**config.mk**
```make
export PLATFORM = sky130hd
export DESIGN_NAME = reaction_ctrl
export DESIGN_NICKNAME = d
export VERILOG_FILES = /design/src/rtl/reaction_ctrl.sv
export SDC_FILE = /design/constraint.sdc
export NUM_CORES = 1
export LEC_CHECK = 0
export ABC_AREA = 1
export BUFFER_PORTS_ARGS = -buffer_cell sky130_fd_sc_hd__buf_4
export CELL_PAD_IN_SITES_DETAIL_PLACEMENT = 0
export CELL_PAD_IN_SITES_GLOBAL_PLACEMENT = 1
export CORE_ASPECT_RATIO = 0.6
export CORE_MARGIN = 2
export CORE_UTILIZATION = 35
export DETAILED_ROUTE_END_ITERATION = 12
export PLACE_DENSITY = 0.68
export SKIP_CTS_REPAIR_TIMING = 1
export SLEW_MARGIN = 20
export SYNTH_ARGS = -nofsm -noshare
export SYNTH_HDL_FRONTEND = slang
export SYNTH_SLANG_ARGS = --single-unit
```
**constraint.sdc**
```tcl
create_clock -name clk -period 2.65 [get_ports clk]
set_input_delay 0.1325 -clock clk [delete_from_list [all_inputs] [get_ports clk]]
set_output_delay 0.1325 -clock clk [all_outputs]
set_load 0.01 [all_outputs]
```
**src/rtl/reaction_ctrl.sv**
```systemverilog
// Reaction-time game sequencer: random pre-stimulus delay, stimulus LED,
// millisecond reaction measurement with false-start and timeout detection.
module reaction_ctrl #(
   parameter int unsigned CLK_PER_MS    = 50000,
   parameter int unsigned MIN_DELAY_MS  = 1000,
   parameter int unsigned DELAY_STEP_MS = 8,
   parameter int unsigned MAX_RT_MS     = 9999
) (
   input  logic        clk,
   input  logic        res,
   input  logic        start,
   input  logic        react,
   input  logic [7:0]  lfsr_out,
   output logic        lfsr_en,
   output logic        lfsr_stop,
   output logic        lfsr_res,
   output logic        led,
   output logic [13:0] rt_ms,
   output logic        rt_valid,
   output logic        early,
   output logic        timeout,
   output logic        busy
);

   localparam int unsigned PW = $clog2(CLK_PER_MS);

   localparam logic [PW-1:0] PrescLast = PW'(CLK_PER_MS - 1);
   localparam logic [15:0]   MinDelay  = 16'(MIN_DELAY_MS);
   localparam logic [15:0]   DelayStep = 16'(DELAY_STEP_MS);
   localparam logic [13:0]   MaxRt     = 14'(MAX_RT_MS);

   typedef enum logic [2:0] {
      StIdle,
      StArm,
      StSnap,
      StWait,
      StGo,
      StDone,
      StFault
   } state_e;

   state_e        state_q, state_d;
   logic [PW-1:0] presc_q, presc_d;
   logic [15:0]   delay_q, delay_d;
   logic [13:0]   rt_cnt_q, rt_cnt_d;
   logic [13:0]   rt_ms_q, rt_ms_d;
   logic          rt_valid_q, rt_valid_d;
   logic          early_q, early_d;
   logic          timeout_q, timeout_d;
   logic          start_q, start_p_q;
   logic          react_q, react_p_q;
   logic          lfsr_res_q, lfsr_en_q;

   logic          tick;
   logic [13:0]   rt_inc;
   logic [13:0]   rt_now;

   assign tick   = (presc_q == PrescLast);
   assign rt_inc = (rt_cnt_q >= MaxRt) ? MaxRt : rt_cnt_q + 14'd1;
   // Counter value as of this edge, so a tick coinciding with react is counted
   assign rt_now = tick ? rt_inc : rt_cnt_q;

   // Next-state and datapath updates
   always_comb begin
      state_d    = state_q;
      delay_d    = delay_q;
      rt_cnt_d   = rt_cnt_q;
      rt_ms_d    = rt_ms_q;
      rt_valid_d = 1'b0;
      early_d    = early_q;
      timeout_d  = timeout_q;
      unique case (state_q)
         StIdle, StDone, StFault: begin
            if (start_p_q) begin
               state_d   = StArm;
               early_d   = 1'b0;
               timeout_d = 1'b0;
               rt_ms_d   = 14'd0;
            end
         end
         StArm: begin
            state_d = StSnap;
         end
         StSnap: begin
            delay_d = MinDelay + 16'(lfsr_out) * DelayStep;
            state_d = StWait;
         end
         StWait: begin
            if (react_p_q) begin
               state_d = StFault;
               early_d = 1'b1;
            end else if (tick) begin
               if (delay_q <= 16'd1) begin
                  state_d  = StGo;
                  rt_cnt_d = 14'd0;
               end else begin
                  delay_d = delay_q - 16'd1;
               end
            end
         end
         StGo: begin
            rt_cnt_d = rt_now;
            if (react_p_q) begin
               state_d    = StDone;
               rt_ms_d    = rt_now;
               rt_valid_d = 1'b1;
            end else if (tick && (rt_inc == MaxRt)) begin
               state_d   = StDone;
               timeout_d = 1'b1;
               rt_ms_d   = MaxRt;
            end
         end
         default: begin
            state_d = StIdle;
         end
      endcase

      // Prescaler restarts on every state entry
      if (state_d != state_q || tick) begin
         presc_d = '0;
      end else begin
         presc_d = presc_q + PW'(1);
      end
   end

   // State, datapath and edge-detect registers with synchronous reset
   always_ff @(posedge clk) begin
      if (res) begin
         state_q    <= StIdle;
         presc_q    <= '0;
         delay_q    <= 16'd0;
         rt_cnt_q   <= 14'd0;
         rt_ms_q    <= 14'd0;
         rt_valid_q <= 1'b0;
         early_q    <= 1'b0;
         timeout_q  <= 1'b0;
         // Track the buttons so a press held through reset gives no edge
         start_q    <= start;
         react_q    <= react;
         start_p_q  <= 1'b0;
         react_p_q  <= 1'b0;
         lfsr_res_q <= 1'b1;
         lfsr_en_q  <= 1'b0;
      end else begin
         state_q    <= state_d;
         presc_q    <= presc_d;
         delay_q    <= delay_d;
         rt_cnt_q   <= rt_cnt_d;
         rt_ms_q    <= rt_ms_d;
         rt_valid_q <= rt_valid_d;
         early_q    <= early_d;
         timeout_q  <= timeout_d;
         start_q    <= start;
         react_q    <= react;
         start_p_q  <= start & ~start_q;
         react_p_q  <= react & ~react_q;
         lfsr_res_q <= 1'b0;
         lfsr_en_q  <= 1'b1;
      end
   end

   assign lfsr_en   = lfsr_en_q;
   assign lfsr_res  = lfsr_res_q;
   assign lfsr_stop = (state_q == StArm);
   assign led       = (state_q == StGo);
   assign rt_ms     = rt_ms_q;
   assign rt_valid  = rt_valid_q;
   assign early     = early_q;
   assign timeout   = timeout_q;
   assign busy      = (state_q != StIdle) && (state_q != StDone);

endmodule

```
# After elaboration in Yosys (flattened, before gate mapping)
# Cells that the tools add are included.
# W data, S select, Z words.
[op_classes] reduce_logical=17 n_addsub=4 order_cmp=2 bitwise=5 muxes=30 eq_ne=19
[op_table] op="$mux W14" n=8
[op_table] op="$pmux W14 S2" n=2
[op_table] op="$mux W16" n=3
[op_table] op="$pmux W16 S2" n=1
[op_table] op="$mux W3" n=6
[op_table] op="$add A16 B1 Y16 const B" n=1
[op_table] op="$eq A16 B16 Y1 const B" n=1
[op_table] op="$le A16 B1 Y1 const B" n=1
[op_table] op="$sub A16 B1 Y16 const B" n=1
[op_table] op="$pmux W3 S5" n=1
[op_table] op="$add A14 B1 Y14 const B" n=1
[op_table] op="$eq A14 B14 Y1 const B" n=1
[op_table] op="$ge A14 B14 Y1 const B" n=1
[op_table] op="$ne A2 B2 Y1 const B" n=7
[op_table] op="$add A10 B11 Y12 const A" n=1
[op_table] op="$reduce_and A4 Y1" n=3
[op_table] op="$eq A3 B3 Y1 const B" n=3
[op_table] op="$reduce_bool A2 Y1" n=4
[op_table] op="$mux W1" n=7
[op_table] op="$eq A3 B2 Y1 const B" n=2
[op_table] op="$reduce_and A3 Y1" n=2
[op_table] op="$pmux W1 S2" n=2
[op_table] op="$reduce_or A2 Y1" n=2
[op_table] op="$eq A3 B1 Y1 const B" n=1
[op_table] op="11 further kinds" n=15
[word_totals] wordCells=91 output_inout_bits=22 register_bits=72 input_bits=12

# Depth between registers and ports, before layout
[logic_depth] word_depth=10 depth_mapped=18 ltp_nobuf=17

# Worst setup path before layout
# No wires, ideal clock.
[synth_timing] path_type="flip-flop to flip-flop" start="register rt_cnt_q[1]" end="register presc_q[7]" arrival_time_ps=1919 period_less_slack_ps=2035 slack_ps=615 setup_time_ps=116 n_path_buf=2 required_ps=2534 stages_incl_launch_ff=19 cell_sequence="dfxtp_1 ha_1 nand3_1 nand3_1 nand3_1 nand2_2 inv_2 buf_6 o21ai_0 nand2_1 nor2_1 nand3_2 nand2_1 nand2_1 nand2_1 nand2_2 nand2_4 buf_8 nor2_1"
[synth_between] elab_chain_len=10 elab_cells_between_ends=11 cone_classes="add/sub: 1; order compare: 1; eq/ne: 2; mux: 4; reduce/logical: 3"
[synth_lines] element="start: declaration" line_no="45" text="logic [13:0] rt_cnt_q, rt_cnt_d;"
[synth_lines] element="start signal: assignment" line_no="148" text="rt_cnt_q <= rt_cnt_d;"
[synth_lines] element="$add A14 B1 Y14 or $ge A14 B14 Y1 (tied branches)" line_no="59" text="assign rt_inc = (rt_cnt_q >= MaxRt) ? MaxRt : rt_cnt_q + 14'd1;"
[synth_lines] element="$mux W14 (*)" line_no="59"
[synth_lines] element="$eq A14 B14 Y1 (*)" line_no="107" text="end else if (tick && (rt_inc == MaxRt)) begin"
[synth_lines] element="$logic_and A1 B1 Y1 (*)" line_no="107"
[synth_lines] element="$mux W3 (*)" line_no="107"
[synth_lines] element="$mux W3 (*)" line_no="103" text="if (react_p_q) begin"
[synth_lines] element="$pmux W3 S5 (*)" line_no="72" text="unique case (state_q)"
[synth_lines] element="$ne A3 B3 Y1 (*)" line_no="119" text="if (state_d != state_q || tick) begin"
[synth_lines] element="$logic_or A1 B1 Y1 (*)" line_no="119"
[synth_lines] element="$reduce_or A2 Y1 (no source line) (*)"
[synth_lines] element="end signal: assignment" line_no="146" text="presc_q <= presc_d;"
[synth_lines] element="end: declaration" line_no="43" text="logic [PW-1:0] presc_q, presc_d;"
# Every way passes the cells marked *; elsewhere a longest branch is shown, timed or not.
# A chain may end at the register's enable or synchronous reset.

# Worst setup path after layout
[layout_timing] start="register rt_cnt_q[0]" end="register rt_ms_q[2], in the netlist rt_ms[2]"
[layout_between] elab_chain_len=6 elab_cells_between_ends=10 cone_classes="add/sub: 1; order compare: 1; eq/ne: 2; mux: 4; reduce/logical: 2"
[layout_lines] element="$add A14 B1 Y14 or $ge A14 B14 Y1 (tied branches)" line_no="59"
[layout_lines] element="$mux W14 (*)" line_no="59"
[layout_lines] element="$eq A14 B14 Y1" line_no="107"
[layout_lines] element="$logic_and A1 B1 Y1" line_no="107"
[layout_lines] element="$ne A3 B1 Y1 (no source line)"
[layout_lines] element="$reduce_and A3 Y1 (no source line)"
[layout_lines] element="end signal: assignment" line_no="149" text="rt_ms_q <= rt_ms_d;"
[layout_lines] element="end: declaration" line_no="46" text="logic [13:0] rt_ms_q, rt_ms_d;"
# Marks and branches as above.

==> results.yml <==
global_routing:
  grt_max_degree: 29
  gr-total-overflow: 0
  grt_pass1_vias: 3314
  antenna_found_initial: 0
  grt_usage_pct: 19.1
  grt_pass1_wl_mm: 17.9
sta:
  rsz0062_at_grt: "no"
  maxSlewHeadroom_pct: 63.7
  hold_violations: 0
  finalSetupViolCount: 0
  worstMarginPinSlew_ns: 0.543
  fin_hold_ws_ns: 0.122
  clock_skew_ns: 0.00855
  drv_slew: 0
  setup_tns_ns: 0
  period_minus_slack_ns: 2.45
  max_freq_mhz: 407
  period_share_pct: 92.6
layout:
  final_nets: 634
  final_area_um2: 4580
  n_antenna_cell: 0
  register_area_um2: 1440
  multi_input_area_um2: 2090
  area_growth_pct: 18.3
  drive_above_1_share_pct: 11.6
  fill_cells: 1130
critical_path:
  r2r_start: "rt_cnt_q[0]"
  rrSetupSlack_ns: 0.20
  crit_path_end_kind: "register"
  slowest_stage: "dfxtp_1"
  cp_max_fo: 16
  path_cells: "ha_1, nand2_1, nor2_1, nand2_1, nor2_1, xor2_1, nor2_1, nor2_1, nand3_2, nand3_2, buf_4, nand3_1, nand2_1, nor2_1"
  worstReg2RegEnd: "rt_ms[2]"
  critical_path.max_stage_delay_ns: 0.42
  crit_buf_inv: 1
  cp.required_ns: 2.88
  startpoint_type: "register"
  crit_type: "register to register"
  reg2reg_depth: 14
  crit_arrival_ns: 2.68
  cp_top_family: "simple AND/OR/NAND/NOR gates"
  crit_top_cell: "nor2_1"
job:
  drv_cap: 0
yosys:
  synthTopCellsByCount: "nand2_1, nor2_1, dfxtp_1"
  synth_top_cell_by_area: "dfxtp_1"
  synth_edf_count: 0
  syn_area_per_cell_um2: 6.69
  synth_ff_type: "dfxtp_1"
  synth_area_um2: 3870
  ys_warn_count: 0
  synth_top_area_share_pct: 37.2
  synthTopCellsByArea: "dfxtp_1, nand2_1, nor2_1"
  ys_ff_latch: 72
  async_reset_ff_share_pct: 0
  ys_seq_area_share_pct: 37.2
  syn_inst: 579
  synth.most_common_cell: "nand2_1"
  syn_nets: 596
  synthDistinctLibCells: 38
floorplan:
  placementRows: 29
  die_area_um2: 12000
  die_height_um: 85.5
  coreArea_um2: 10700
  io_pins: 34
  die_x_um: 140
  initial_core_util_pct: 36.3
min_path:
  min_path_type: "primary input to register"
  hold_depth: 1
  hold_start: "res"
  worstHoldEndpoint: "lfsr_res"
cts:
  clock_sinks: 72
  cts_buffers: 9
  cts_tree: "done"
  cts.clk_slew.worst_paths_ns: 0.06
  clockBufferDepth: 2
  root_buffer: "clkbuf_16"
  worstSkewPairLatency_ns: 0.34
  htreeDepth: 3
place:
  place_hpwl_mm: 8.15
  place_area_um2: 4270
  io_buffer_count: 33
  place_congestion: 0.899
power_and_ir_drop:
  ir_drop_mv: 0.292
  powerDensity_nw_per_um2: 760
  leakagePower_nw: 1.86
drt:
  vias_per_cell: 4.94
  wl_per_cell_um: 14.3
  wirelength_mm: 10.9
  dr.pass1.iters: 5
  drtAntennaViolNets: 0
  drt_iter0_drc: 342
  vias: 3763
  drc: 0
run_status:
  outcome: "complete, no violations"
==> cells in the final DEF, fill, tap and decap left out, types with 9 or more instances in the layout <==
cell       Yosys  final
clkbuf_16      0      9
o21ai_0       54     54
dfxtp_1       72     72
buf_4          1     44
a21oi_1       43     43
xor2_1        19     19
nor3_1        13     13
inv_1         62     62
nand2_1      131    131
nand3_1       34     34
nor2_1        77     77
==> flip-flops by register name, summed over array words and instances, names as in the netlist, 3 cells and up <==
signal and cells:
state_q 3, presc_q 16, rt_ms 14, delay_q 16
rt_cnt_q 14
==> cells by family (layout without fill, tap and decap cells) <==
family	after synthesis	after routing	share of synthesized area, %
AO/OA/AOI/OAI	115	115	15.8
XOR/XNOR	26	26	5.88
adder cells (fa/ha/maj)	5	5	1.61
buffers and inverters	83	126	8.75
flip-flops	72	72	37.2
multiplexers	1	1	0.258
AND/OR/NAND/NOR	277	277	30.5
==> through the flow <==
| stage | setup slack, ns | power (mW) | instances | utilization, % |
|---|---|---|---|---|
| final | 0.196 | 3.48 | 761 | 43.0 |
| after global placement | 0.239 | 2.35 | 742 | 40.1 |
| after detailed placement | 0.261 | 2.35 | 742 | 40.1 |
| after floorplan | 0.615 | 2.06 | 579 | - |
| after CTS | 0.262 | 3.50 | 758 | 42.7 |
| after global routing | 0.00423 | 3.72 | 761 | 43.0 |
==> metal layers <==
layer / part of all wire, % / global-route usage [%] / up-vias
met5: 0 / 1.21 / -
met4: 0.70 / 4.55 / 0
met3: 6.9 / 5.92 / 7
met2: 32 / 21.7 / 99
met1: 60 / 32.2 / 1693
li1: - / - / 1964
==> worst max-delay path by stage <==
stage	startpoint	endpoint	slack, ns	depth (start not counted)
global placement	rt_cnt_q[0]	presc_q[0]	0.24	15
detailed placement	rt_cnt_q[0]	rt_ms[2]	0.26	14
CTS	rt_cnt_q[0]	rt_ms[2]	0.26	14
floorplan	rt_cnt_q[1]	presc_q[7]	0.61	18
finish	rt_cnt_q[0]	rt_ms[2]	0.20	14
global route	presc_q[0]	rt_ms[0]	0.004	12
==> power by group <==
group	internal, mW	total, mW	switching (mW)	leakage (nW)
registers	1.20	1.29	0.0918	0.585
logic	0.378	1.05	0.673	1.14
clock network	0.662	1.14	0.481	0.139
total	2.24	3.48	1.25	1.86
==> final cells by class <==
type,count,area share [%]
clock inverter,6,0.956
inverter,64,5.24
clock buffer,10,5.21
tap,139,3.79
timing repair buffer,46,7.64
sequential,72,31.4
multi-input combinational,424,45.7
(Power assumes the default switching activity.)
